--- config.mk ---
export PLATFORM = sky130hd
export DESIGN_NAME = veh_sense
export DESIGN_NICKNAME = d
export VERILOG_FILES = /design/src/rtl/veh_sense.sv
export SDC_FILE = /design/constraint.sdc
export NUM_CORES = 1
export LEC_CHECK = 0
export ABC_AREA = 1
export BUFFER_PORTS_ARGS = -buffer_cell sky130_fd_sc_hd__buf_2
export CAP_MARGIN = 20
export CORE_AREA = 2 2 39 41
export CTS_BUF_LIST = sky130_fd_sc_hd__clkbuf_4
export DETAILED_ROUTE_END_ITERATION = 6
export DIE_AREA = 0 0 41 43
export GPL_ROUTABILITY_DRIVEN = 0
export GPL_TIMING_DRIVEN = 0
export HOLD_SLACK_MARGIN = 0.02
export PLACE_DENSITY = 0.77
export SYNTH_ARGS = -nofsm -noshare
export SYNTH_HDL_FRONTEND = slang
export SYNTH_SLANG_ARGS = --single-unit
export TNS_END_PERCENT = 1
--- constraint.sdc ---
create_clock -name clk -period 1.5 [get_ports clk]
set_input_delay 0.075 -clock clk [delete_from_list [all_inputs] [get_ports clk]]
set_output_delay 0.075 -clock clk [all_outputs]
set_load 0.05 [all_outputs]
--- src/rtl/veh_sense.sv ---
// Vehicle presence sensor: synchronizes and debounces a loop detector, queues arrivals and
// raises a car-waiting request. Optional stuck-detector fail-safe under macro STUCK_DET_EN.
//
// state | meaning
// IDLE  | no queued cars, no request
// REQ   | cars queued, request raised, counting arrivals
// SERVE | country road green, request held while a car sits on the loop
module veh_sense #(
   parameter int DEB_CYC   = 4,
   parameter int MAX_CARS  = 15,
   parameter int STUCK_CYC = 1000
) (
   input  logic       clk,
   input  logic       rst,
   input  logic       raw_det,
   input  logic       cr_green,
   output logic       x,
   output logic [3:0] car_cnt,
   output logic       det,
   output logic       stuck
);

   typedef enum logic [1:0] {IDLE, REQ, SERVE} state_t;

   localparam logic [3:0] DEB_TC = 4'(DEB_CYC - 1);
   localparam logic [3:0] CNT_MAX = 4'(MAX_CARS);

   if (DEB_CYC < 2 || DEB_CYC > 15) begin : g_chk_deb
      $error("veh_sense: DEB_CYC out of range");
   end
   if (MAX_CARS < 1 || MAX_CARS > 15) begin : g_chk_max
      $error("veh_sense: MAX_CARS out of range");
   end
   if (STUCK_CYC < 1) begin : g_chk_stuck
      $error("veh_sense: STUCK_CYC out of range");
   end

   state_t     state;
   logic       sync1, sync2;
   logic [3:0] deb_cnt;
   logic       arrival;
   logic       stuck_set;

   always_ff @(posedge clk or posedge rst) begin
      if (rst) begin
         sync1 <= 1'b0;
         sync2 <= 1'b0;
      end else begin
         sync1 <= raw_det;
         sync2 <= sync1;
      end
   end

   // arrival is registered alongside det so it is high exactly in the first det=1 cycle
   always_ff @(posedge clk or posedge rst) begin
      if (rst) begin
         det     <= 1'b0;
         deb_cnt <= 4'd0;
         arrival <= 1'b0;
      end else begin
         arrival <= 1'b0;
         if (sync2 == det) begin
            deb_cnt <= 4'd0;
         end else if (deb_cnt == DEB_TC) begin
            det     <= sync2;
            deb_cnt <= 4'd0;
            arrival <= sync2;
         end else begin
            deb_cnt <= deb_cnt + 4'd1;
         end
      end
   end

`ifdef STUCK_DET_EN
   localparam int SW = $clog2(STUCK_CYC + 1);
   localparam logic [SW-1:0] STUCK_TC = SW'(STUCK_CYC - 1);

   logic [SW-1:0] stuck_cnt;

   assign stuck_set = det && (stuck_cnt == STUCK_TC);

   always_ff @(posedge clk or posedge rst) begin
      if (rst) begin
         stuck_cnt <= '0;
         stuck     <= 1'b0;
      end else if (!det) begin
         stuck_cnt <= '0;
      end else if (stuck_set) begin
         stuck <= 1'b1;
      end else begin
         stuck_cnt <= stuck_cnt + SW'(1);
      end
   end
`else
   assign stuck_set = 1'b0;
   assign stuck     = 1'b0;
`endif

   always_ff @(posedge clk or posedge rst) begin
      if (rst) begin
         state   <= IDLE;
         x       <= 1'b0;
         car_cnt <= 4'd0;
      end else begin
         case (state)
            IDLE: begin
               if (arrival && !cr_green) begin
                  state   <= REQ;
                  car_cnt <= 4'd1;
                  x       <= 1'b1;
               end else begin
                  car_cnt <= 4'd0;
                  x       <= 1'b0;
               end
            end
            REQ: begin
               if (cr_green) begin
                  state <= SERVE;
                  x     <= det;
               end else begin
                  x <= 1'b1;
                  if (arrival && car_cnt < CNT_MAX)
                     car_cnt <= car_cnt + 4'd1;
               end
            end
            SERVE: begin
               x <= det;
               // green ending: a simultaneous arrival opens a fresh queue
               if (!cr_green) begin
                  if (arrival) begin
                     state   <= REQ;
                     car_cnt <= 4'd1;
                     x       <= 1'b1;
                  end else begin
                     state   <= IDLE;
                     car_cnt <= 4'd0;
                     x       <= 1'b0;
                  end
               end
            end
            default: begin
               state   <= IDLE;
               car_cnt <= 4'd0;
               x       <= 1'b0;
            end
         endcase
`ifdef STUCK_DET_EN
         if (stuck || stuck_set)
            x <= 1'b1;
`endif
      end
   end

endmodule
==> flow_metrics.py <==
metrics = {
    "power_and_ir_drop": {
        "internal-power_uw": 676.1,
        "power.leakage_uw": 0.0004352,
        "switchingPower_uw": 361.4,
        "powerDensity_mw_per_mm2": 1278,
        "power.share.switching_pct": 34.83,
        "power_frac_comb_pct": 26.5,
        "p_seq_share_pct": 50.4,
        "p_clk_share_pct": 23.1,
        "vdd_ir_drop_max_v": 0.0007508,
    },
    "die": {
        "core-area_mm2": 0.001384,
        "row_count": 14,
        "dieHeight_um": 43,
        "ios": 11,
        "initial_core_util_pct": 50.36,
        "dieArea_mm2": 0.001763,
        "fp.dieW_um": 41,
    },
    "finish": {
        "drive_above_1_share_pct": 22.34,
        "area_delta_synth_final_pct": 16.52,
        "final.fill_count": 119,
        "diodes": 0,
        "final_area_um2": 812.0,
        "fin_nets": 101,
    },
    "critical_path": {
        "ff2ff_setup_slack_ns": 0.29,
        "cp.arrival_ns": 1.38,
        "crit_path_end_kind": "flop",
        "worstSetupStartpointType": "flop",
        "required_ns": 1.66,
        "crit_type": "flop to flop",
        "crit_path_max_fanout": 6,
    },
    "synthesis": {
        "ys_ff_latch": 15,
        "ys_async_sr_fraction_pct": 100.0,
        "synthCells": 79,
        "syn-num-nets": 85,
        "synth_edf_count": 0,
        "ys_top_cells_by_area": "dfrtp_1 (54%), nand2_1 (10%), nand3_1 (6.5%)",
        "synth_most_common_cell": "nand2_1",
        "synth_common_cells": "nand2_1 (19), dfrtp_1 (15), nand3_1 (9), nor2_1 (9), inv_1 (7)",
        "yosys_most_used_dff": "dfrtp_1",
        "synth_area_um2": 696.9,
        "netlist-cell-type-count": 19,
        "yosysSeqAreaShare_pct": 53.86,
        "ys.warnings.count": 0,
        "yosys.area.top_type_share_pct": 53.86,
        "avgSynthCellArea_um2": 8.822,
        "synth_top_area_cell": "dfrtp_1",
    },
    "grt": {
        "grt_antenna_before_repair": 0,
        "grt_pass1_vias": 492,
        "grt_pass1_wl_mm": 1.911,
        "overflow": 0,
        "grt_max_degree": 16,
        "grt_usage_pct": 16.56,
    },
    "timing": {
        "worst_pin_slew_ns": 0.5448,
        "period_needed_ns": 1.214,
        "rsz0062_at_grt": "no",
        "finalHoldViolCount": 0,
        "fmax_ghz": 0.8234,
        "setup_viol": 0,
        "slew_headroom_pct": 63.64,
        "setup_tns_ns": 0,
        "fin_crit_sh_pct": 80.96,
        "slew_violations": 0,
        "fin_skew_ns": 0.006150,
    },
    "drt": {
        "drcViolationCount": 0,
        "wl_per_cell_um": 10.18,
        "drt_iter0_markers": 8,
        "firstDrtPassIters": 4,
        "vias": 532,
        "viasPerCell": 4.836,
        "ant_nets": 0,
        "totalWireLength_mm": 1.120,
    },
    "run_status": {
        "status": "completed",
    },
    "clock_network": {
        "h-tree-depth": 1,
        "cts_inserted_buffers": 3,
        "cts_root_buf": "clkbuf_4",
        "clk-insertion-delay-late_ns": 0.28,
        "cts_resized": 0,
        "clk_pin_slew_worst_paths_ns": 0.08,
        "ctsHoldBuffers": 2,
        "post_cts_buffers": 0,
        "cts_sinks": 15,
        "cts_tree": "built",
        "clock_path_buffers": 2,
    },
    "run": {
        "max_cap_violations": 0,
    },
    "place": {
        "portBuffers": 9,
        "dp_hpwl_um": 903.7,
        "placed_area_um2": 762.0,
    },
    "min_path": {
        "hold_class": "primary input to flop",
    },
}
==> worst max-delay path: stages, from the launching register on <==
cell,delay (ns)
dfrtp_1,0.44
ha_1,0.24
nand3_1,0.10
nand2_2,0.06
nand2_4,0.10
inv_4,0.04
nand2_1,0.05
nand2_1,0.06
==> routing by layer <==
| layer | track usage [%] | wire (um) | part of all wire [%] | vias to the layer above |
|---|---|---|---|---|
| met3 | 4.712 | 45 | 4.0 | 4 |
| met5 | 0 | 0 | 0 | - |
| met4 | 10.00 | 22 | 2.0 | 0 |
| li1 | - | - | - | 275 |
| met1 | 20.21 | 478 | 43 | 242 |
| met2 | 24.69 | 574 | 51 | 11 |
==> power by group through the flow <==
| stage | clock [uW] | sequential, uW | combinational [uW] |
|---|---|---|---|
| CTS | 248 | 524 | 278 |
| floorplan | 0 | 585 | 156 |
| global placement | 0 | 524 | 272 |
| global route | 270 | 532 | 310 |
| finish | 240 | 523 | 275 |
| detailed placement | 0 | 532 | 273 |
==> metrics by stage <==
step	setup slack (ns)	instances	hold slack [ns]	total power, uW	util (%)
6_report	0.2856	110	0.04238	1037	58.68
5_1_grt	0.2114	110	0.04265	1111	58.68
4_1_cts	0.2739	110	0.03262	1050	58.68
3_5_place_dp	0.2942	104	0.1494	805.0	55.06
3_3_place_gp	0.3283	104	0.1476	795.7	55.06
2_1_floorplan	0.06361	79	-0.02352	740.8	-
==> path summary, 6_finish.rpt <==
path | startpoint | endpoint | cells after the start
max | car_cnt[0] | car_cnt[3] | 7
min | cr_green | state[0] | 2
max reg2reg | car_cnt[0] | car_cnt[3] | 7
min reg2reg | sync1 | sync2 | 0
max in group asynchronous | rst | x | 3
min in group asynchronous | rst | deb_cnt[3] | 3
==> kinds of logic (layout without fill, tap and decap cells) <==
family	count (synthesis)	in the layout	share of synthesized area [%]
DFF	15	15	53.86
xor gates and xnor gates	4	4	5.028
AOI/OAI and AO/OA	3	3	2.154
other	1	1	0.5381
and+or+nand+nor	44	44	28.55
adders and majority gates	2	2	3.590
buffers and inverters	10	25	6.285
==> flip-flops by register name, summed over array words and instances, names as in the netlist <==
signal and cells:
x 1, car_cnt 4, sync2 1, det 1
sync1 1, state 2, deb_cnt 4, arrival 1
==> final cells by class <==
type                            count  area, um2  share of cell area (%)
Buffer                              1      7.507                  0.9245
Inverter                            9      36.28                   4.468
Multi-Input combinational cell     54      277.8                   34.21
Sequential cell                    15      375.4                   46.22
Clock buffer                        4      30.03                   3.698
Timing Repair Buffer               11      65.06                   8.012
Tap cell                           16      20.02                   2.465
==> placed cells by master, fill, tap and decap left out <==
master         count
buf_2              9
buf_4              1
clkbuf_4           4
conb_1             1
dfrtp_1           15
dlygate4sd3_1      2
ha_1               2
inv_1              7
inv_2              1
inv_4              1
nand2_1           19
nand2_2            3
nand2_4            1
nand2b_1           1
nand3_1            9
nand4_1            1
nor2_1             9
nor2_2             1
o21ai_0            1
o21ai_1            2
xnor2_1            3
xor2_1             1
Note: power is estimated with default switching activity, not from simulation.
